==> src/rtl/ov5640_dvp_tx.sv <==
// OV5640-style DVP transmitter: frames VSYNC/HREF timing around a 16-bit pixel
// stream and serialises each pixel as two bytes (high byte first) on an 8-bit bus.
module ov5640_dvp_tx #(
    parameter int H_ACTIVE   = 4,
    parameter int V_ACTIVE   = 2,
    parameter int VSYNC_CYC  = 100,
    parameter int VBP_CYC    = 50,
    parameter int HBLANK_CYC = 10,
    parameter int VFP_CYC    = 200
) (
    input  logic        ov5640_pclk,
    input  logic        sys_rst_n,
    input  logic        tx_en,
    input  logic [15:0] s_pixel,
    input  logic        s_valid,
    output logic        s_ready,
    output logic        ov5640_vsync,
    output logic        ov5640_href,
    output logic [7:0]  ov5640_data,
    output logic [7:0]  frame_cnt,
    output logic        frame_done,
    output logic        underflow,
    output logic [2:0]  fsm_state_o
);
    localparam int CNT_MAX_A = (VSYNC_CYC > VBP_CYC) ? VSYNC_CYC : VBP_CYC;
    localparam int CNT_MAX_B = (HBLANK_CYC > VFP_CYC) ? HBLANK_CYC : VFP_CYC;
    localparam int CNT_MAX   = (CNT_MAX_A > CNT_MAX_B) ? CNT_MAX_A : CNT_MAX_B;
    localparam int CNT_W     = $clog2(CNT_MAX + 1);
    localparam int BYTE_W    = $clog2(2 * H_ACTIVE + 1);
    localparam int LINE_W    = $clog2(V_ACTIVE + 1);

    localparam logic [CNT_W-1:0]  VS_LAST   = CNT_W'(VSYNC_CYC - 1);
    localparam logic [CNT_W-1:0]  VBP_LAST  = CNT_W'(VBP_CYC - 1);
    localparam logic [CNT_W-1:0]  HBL_LAST  = CNT_W'(HBLANK_CYC - 1);
    localparam logic [CNT_W-1:0]  VFP_LAST  = CNT_W'(VFP_CYC - 1);
    localparam logic [CNT_W-1:0]  VFP_PRE   = CNT_W'((VFP_CYC >= 2) ? VFP_CYC - 2 : 0);
    localparam logic [BYTE_W-1:0] BYTE_LAST = BYTE_W'(2 * H_ACTIVE - 1);
    localparam logic [LINE_W-1:0] LINE_LAST = LINE_W'(V_ACTIVE - 1);

    typedef enum logic [2:0] {
        ST_IDLE   = 3'd0,
        ST_VSYNC  = 3'd1,
        ST_VBP    = 3'd2,
        ST_LINE   = 3'd3,
        ST_HBLANK = 3'd4,
        ST_VFP    = 3'd5
    } state_t;

    state_t             state_q;
    logic [CNT_W-1:0]   cnt_q;
    logic [BYTE_W-1:0]  byte_q;
    logic [LINE_W-1:0]  line_q;
    logic [7:0]         lo_q;
    logic               vsync_q;
    logic               href_q;
    logic [7:0]         data_q;
    logic [7:0]         frame_cnt_q;
    logic               frame_done_q;
    logic               underflow_q;
    logic [7:0]         hi_byte;

    // A starved fetch still consumes its two byte slots, just with zeros.
    assign hi_byte = s_valid ? s_pixel[15:8] : 8'h00;

    always_comb begin
        s_ready = 1'b0;
        case (state_q)
            ST_VBP:    s_ready = (cnt_q == VBP_LAST);
            ST_HBLANK: s_ready = (cnt_q == HBL_LAST);
            ST_LINE:   s_ready = byte_q[0] && (byte_q != BYTE_LAST);
            default:   s_ready = 1'b0;
        endcase
    end

    always_ff @(posedge ov5640_pclk or negedge sys_rst_n) begin
        if (!sys_rst_n) begin
            state_q      <= ST_IDLE;
            cnt_q        <= '0;
            byte_q       <= '0;
            line_q       <= '0;
            lo_q         <= 8'h00;
            vsync_q      <= 1'b0;
            href_q       <= 1'b0;
            data_q       <= 8'h00;
            frame_cnt_q  <= 8'h00;
            frame_done_q <= 1'b0;
            underflow_q  <= 1'b0;
        end else begin
            frame_done_q <= 1'b0;
            if (s_ready) begin
                lo_q <= s_valid ? s_pixel[7:0] : 8'h00;
                if (!s_valid) underflow_q <= 1'b1;
            end
            case (state_q)
                ST_IDLE: begin
                    cnt_q  <= '0;
                    line_q <= '0;
                    if (tx_en) begin
                        state_q <= ST_VSYNC;
                        vsync_q <= 1'b1;
                    end
                end
                ST_VSYNC: begin
                    if (cnt_q == VS_LAST) begin
                        cnt_q   <= '0;
                        state_q <= ST_VBP;
                        vsync_q <= 1'b0;
                    end else begin
                        cnt_q <= cnt_q + CNT_W'(1);
                    end
                end
                ST_VBP: begin
                    if (cnt_q == VBP_LAST) begin
                        cnt_q   <= '0;
                        byte_q  <= '0;
                        line_q  <= '0;
                        state_q <= ST_LINE;
                        href_q  <= 1'b1;
                        data_q  <= hi_byte;
                    end else begin
                        cnt_q <= cnt_q + CNT_W'(1);
                    end
                end
                ST_LINE: begin
                    if (byte_q == BYTE_LAST) begin
                        byte_q <= '0;
                        cnt_q  <= '0;
                        href_q <= 1'b0;
                        data_q <= 8'h00;
                        if (line_q == LINE_LAST) begin
                            state_q <= ST_VFP;
                            // With a one-cycle front porch that cycle is already the last one.
                            if (VFP_CYC == 1) begin
                                frame_done_q <= 1'b1;
                                frame_cnt_q  <= frame_cnt_q + 8'd1;
                            end
                        end else begin
                            state_q <= ST_HBLANK;
                            line_q  <= line_q + LINE_W'(1);
                        end
                    end else begin
                        byte_q <= byte_q + BYTE_W'(1);
                        data_q <= byte_q[0] ? hi_byte : lo_q;
                    end
                end
                ST_HBLANK: begin
                    if (cnt_q == HBL_LAST) begin
                        cnt_q   <= '0;
                        state_q <= ST_LINE;
                        href_q  <= 1'b1;
                        data_q  <= hi_byte;
                    end else begin
                        cnt_q <= cnt_q + CNT_W'(1);
                    end
                end
                ST_VFP: begin
                    if (cnt_q == VFP_LAST) begin
                        cnt_q <= '0;
                        if (tx_en) begin
                            state_q <= ST_VSYNC;
                            vsync_q <= 1'b1;
                        end else begin
                            state_q <= ST_IDLE;
                        end
                    end else begin
                        cnt_q <= cnt_q + CNT_W'(1);
                        if (cnt_q == VFP_PRE) begin
                            frame_done_q <= 1'b1;
                            frame_cnt_q  <= frame_cnt_q + 8'd1;
                        end
                    end
                end
                default: state_q <= ST_IDLE;
            endcase
        end
    end

    assign ov5640_vsync = vsync_q;
    assign ov5640_href  = href_q;
    assign ov5640_data  = data_q;
    assign frame_cnt    = frame_cnt_q;
    assign frame_done   = frame_done_q;
    assign underflow    = underflow_q;
    assign fsm_state_o  = state_q;

endmodule

==> config.mk <==
export PLATFORM = sky130hd
export DESIGN_NAME = ov5640_dvp_tx
export DESIGN_NICKNAME = d
export VERILOG_FILES = /design/src/rtl/ov5640_dvp_tx.sv
export SDC_FILE = /design/constraint.sdc
export NUM_CORES = 1
export LEC_CHECK = 0
export ABC_AREA = 1
export CORE_MARGIN = 3
export CORE_UTILIZATION = 45
export DETAILED_ROUTE_END_ITERATION = 7
export PLACE_DENSITY = 0.69
export REMOVE_ABC_BUFFERS = 1
export SETUP_SLACK_MARGIN = 0.5
export SKIP_CTS_REPAIR_TIMING = 1
export SLEW_MARGIN = 20
export SYNTH_ARGS = -nofsm -noshare
export SYNTH_HDL_FRONTEND = slang
export SYNTH_SLANG_ARGS = --single-unit
==> constraint.sdc <==
create_clock -name ov5640_pclk -period 3.8 [get_ports ov5640_pclk]
set_clock_uncertainty 0.05 [all_clocks]
set_input_delay 0.57 -clock ov5640_pclk [delete_from_list [all_inputs] [get_ports ov5640_pclk]]
set_output_delay 0.57 -clock ov5640_pclk [all_outputs]
set_load 0.005 [all_outputs]
**Word level (Yosys, flattened, before mapping)**

Index checks and enable logic that the tools add are counted.
Widths: inputs -> output; s select.

- Register bits after elaboration: 45
- Output and inout bits: 24
- Word-level logic and storage cells: 94

- Add/subtract/negate cells: 4
- Equal/unequal tests: 20
- Multiplexer cells: 41
- Bitwise operators: 2
- Reduce and logical (&&, ||, !) cells: 16

Operators with widths:

| kind | number |
|---|---|
| $mux 8 | 11 |
| $pmux 8 s6 | 1 |
| $pmux 8 s3 | 1 |
| $mux 3 | 6 |
| $pmux 3 s6 | 1 |
| $add 8x1->8 const B | 2 |
| $eq 8x8->1 const B | 2 |
| $ne 2x2->1 const B | 7 |
| $mux 1 | 11 |
| $pmux 1 s3 | 3 |
| $reduce_and 3->1 | 3 |
| $reduce_bool 3->1 | 3 |
| $eq 8x4->1 const B | 1 |
| $eq 8x6->1 const B | 1 |
| $eq 8x7->1 const B | 1 |
| $mux 4 | 2 |
| $pmux 4 s2 | 1 |
| $reduce_and 4->1 | 2 |
| $eq 3x2->1 const B | 2 |
| $eq 3x3->1 const B | 2 |
| $mux 2 | 3 |
| $pmux 2 s3 | 1 |
| $reduce_and 2->1 | 3 |
| $reduce_and 6->1 | 1 |
| other kinds (11) | 12 |

**Logic depth before layout (Yosys ltp)**

- Word-level depth: 4
- Depth in mapped cells: 10

**Worst setup path before layout**

Ideal clock, no wire load.

- Kind: register -> output
- Start point: reg byte_q[0]
- End point: out s_ready
- Arrival time: 1.360 ns
- Path slack: 1.820 ns
- Stages on the path, launching flop included: 10
- Path buffers: 1
- Path through: dfrtp_1 ha_1 nand3_1 inv_1 nor2_4 nand2_2 nand2_4 nor2_8 buf_6 inv_2

- Cells in the longest elaborated chain, start to end: 3

Ends and longest elaborated chain:

| element | RTL line | RTL |
|---|---|---|
| start: declaration | 51 | `logic [BYTE_W-1:0] byte_q;` |
| start signal: assignment | 142 | `byte_q <= byte_q + BYTE_W'(1);` |
| $ne 4x3->1 | 70 | `ST_LINE: s_ready = byte_q[0] && (byte_q != BYTE_LAST);` |
| $logic_and 1x1->1 (*) | 70 |  |
| $pmux 1 s3 (*) | 67 | `case (state_q)` |
| end: declaration | 16 | `output logic s_ready,` |

Mark *: on every way between the ends. The rest lies on a longest branch, timed or not.

**Final worst setup path**

Ends and elaborated chain as after synthesis.

==> flow_metrics.py <==
metrics = {
    "job": {
        "maxCapViolations": 0,
    },
    "routing": {
        "drt_iter0_drc": 165,
        "num_vias": 2429,
        "wl_per_cell_um": 12.16,
        "final_antenna_net_count": 0,
        "wl_mm": 5.874,
        "route.detailed.drc": 0,
        "vias_per_cell": 5.029,
        "first_pass_iters": 4,
    },
    "logic_synthesis": {
        "yosysWarnings": 0,
        "netlist_area_um2": 2726,
        "ys_seq_area_share_pct": 41.30,
        "syn_inst": 366,
        "avgSynthCellArea_um2": 7.449,
        "synth-seq-cells": 45,
        "synthDistinctLibCells": 29,
    },
    "placement": {
        "gp_congestion": 0.8909,
        "portBuffers": 43,
        "place_inst": 475,
        "placed_area_um2": 3199,
        "hpwl_mm": 4.541,
    },
    "power_and_ir_drop": {
        "internal_power_mw": 1.148,
        "ir_drop_uv": 395.9,
        "p_seq_share_pct": 36.8,
        "p_leak_nw": 1.618,
        "fin_total_pwr_mw": 1.990,
        "switching_share_pct": 42.30,
        "combPwrFrac_pct": 46.7,
        "pwr-share-clk_pct": 16.5,
        "net-switching-power_mw": 0.8418,
        "p_per_area_nw_per_um2": 602.5,
    },
    "cells_and_area": {
        "layout.cells.non_filler": 483,
        "final_nets": 436,
        "postLayoutCellArea_um2": 3303,
        "antenna_cells": 0,
        "syn_to_final_growth_pct": 21.16,
        "drive_gt1_share_pct": 12.65,
        "n_fill_cell": 543,
    },
    "timing": {
        "hold_ws_ps": 211.3,
        "tns_ps": 0,
        "hold_viol": 0,
        "relSlewSlack_pct": 61.24,
        "setup_viol": 0,
        "period_share_pct": 76.96,
        "rsz0062_at_grt": "false",
        "min_period_ps": 2924,
        "fmax_ghz": 0.3420,
        "report.final.slew_viol_count": 0,
        "tightest_slew_ps": 581.4,
    },
    "die": {
        "die_h_um": 83.84,
        "core_area_um2": 5675,
        "start_util_pct": 48.04,
        "dieArea_um2": 7028,
        "die_width_um": 83.84,
        "ios": 44,
        "placementRows": 27,
    },
    "worst_setup_path": {
        "crit_chain": "ha_1 > nand3_1 > inv_1 > nor2_4 > nand2_2 > nand2_4 > nor2_8 > inv_2 > clkdlybuf4s50_1",
        "path_buf_inv": 3,
        "critical_path_cell_count": 9,
        "slowest_delay_ps": 490,
        "start_kind": "flip-flop",
        "end_kind": "output port",
        "crit_slowest_cell": "clkdlybuf4s50_1",
        "cp_top_family": "simple AND/OR/NAND/NOR gates",
        "crit_type": "flip-flop to output port",
        "arrival_ps": 2300,
        "required_ps": 3180,
        "path_max_fanout": 18,
        "r2r_cells": 9,
    },
    "clocking": {
        "clk_pin_slew_ps": 90,
        "clock-sinks": 45,
        "clock_latency_ps": 290,
        "cts_buffers": 5,
        "clock_path_buffers": 2,
        "h-tree-depth": 2,
        "cts_tree": "yes",
        "cts_root_buffer": "clkbuf_8",
    },
    "global_routing": {
        "antenna_found_initial": 0,
        "grt_usage_pct": 18.03,
        "grt_first_pass_wirelength_mm": 10.61,
        "first_global_vias": 2412,
        "overflow": 0,
        "grt_max_degree": 46,
    },
    "min_path": {
        "timing.hold.worst.class": "input port to asynchronous set/reset pin",
    },
    "outcome": {
        "status": "completed",
    },
}
==> metrics by stage <==
stage,worst slack (ps),utilization (%)
5_1_grt,711.5,58.20
6_report,875.6,58.20
2_1_floorplan,1816,-
4_1_cts,861.4,58.16
3_5_place_dp,1188,56.37
3_3_place_gp,1263,56.37
==> layer usage <==
| layer | routed length, um | vias to the layer above | track usage, % |
|---|---|---|---|
| met2 | 2814 | 49 | 29.72 |
| met3 | 243 | 5 | 3.554 |
| met1 | 2779 | 1126 | 24.38 |
| met4 | 36 | 0 | 4.386 |
| met5 | 0 | - | 0 |
| li1 | - | 1249 | - |
==> path summary, 6_finish.rpt <==
path | from | end | slack, ps
worst max-delay path | byte_q[0] | s_ready | 880
worst min-delay path | sys_rst_n | cnt_q[5] | 210
worst max register to register | cnt_q[1] | ov5640_data[2] | 1890
worst min register to register | ov5640_href | ov5640_href | 440
max in group asynchronous | sys_rst_n | lo_q[4] | 3080
min in group ov5640_pclk | ov5640_href | ov5640_href | 440
==> cell families (layout without fill, tap and decap cells) <==
| family | Yosys count | in the layout | synth area share (%) |
|---|---|---|---|
| AND/OR/NAND/NOR | 217 | 217 | 36.58 |
| buffers and inverters | 49 | 94 | 7.481 |
| flip-flops | 45 | 45 | 41.30 |
| AO/OA/AOI/OAI | 39 | 39 | 8.674 |
| XOR/XNOR | 10 | 10 | 3.212 |
| adder cells (fa/ha/maj) | 6 | 6 | 2.753 |
==> final cells by class <==
| cell class | instances | area, um2 | area share [%] |
|---|---|---|---|
| Multi-Input combinational cell | 272 | 1396 | 42.27 |
| Sequential cell | 45 | 1126 | 34.09 |
| Timing Repair Buffer | 43 | 427.9 | 12.95 |
| Inverter | 43 | 161.4 | 4.886 |
| Clock buffer | 7 | 96.34 | 2.917 |
| Tap cell | 72 | 90.09 | 2.727 |
| Clock inverter | 1 | 5.005 | 0.1515 |
==> cell usage after synthesis (all sizes together) <==
master	count	area share, %
nand2	128	19
dfrtp	45	41
inv	41	5.6
nand3	41	8.4
nor2	39	7.6
o21ai	35	7.5
nand4	9	2.1
ha	6	2.8
xnor2	5	1.6
xor2	5	1.6
buf	4	1.3
a21oi	2	0.50
clkbuf	2	0.28
clkinv	2	0.28
o21bai	1	0.41
o22ai	1	0.23
==> power by group through the flow <==
stage                     logic [mW]  clock network [mW]  registers, mW
after floorplan                0.627                   0          0.726
after global placement         0.923                   0          0.737
after CTS                      0.938               0.339          0.733
final                          0.928               0.329          0.733
after detailed placement       0.934                   0          0.743
after global routing            1.05               0.357          0.757
==> state kept, by name, indices dropped and copies added, names as in the netlist <==
signal        flops
cnt_q             8
frame_cnt         8
lo_q              8
ov5640_data       8
byte_q            4
fsm_state_o       3
line_q            2
frame_done        1
ov5640_href       1
ov5640_vsync      1
underflow         1
==> worst register-to-register path, cell delays in order (launching register included) <==
cell and delay, ps:
dfrtp_1 430, inv_1 90, ha_1 210, nand3_1 90, nor2_1 200, nor2_1 110
nor2_4 290, nand2_2 180, nand2_1 110, nand2_1 50
==> cell usage in the layout (no fill, tap or decap), types with 2 or more instances in the layout <==
cell	count
inv_2	13
dfrtp_1	45
nand4_1	9
xnor2_1	5
o21ai_2	8
clkdlybuf4s50_1	42
nand2_2	7
clkbuf_8	7
clkinv_1	2
xor2_1	5
nor2_1	30
o21ai_1	10
nand3_2	2
ha_1	6
nor2_4	5
inv_1	28
nand2_1	120
o21ai_0	17
nand3_1	38
nor2_2	3
Note: power is estimated with default switching activity, not from simulation.
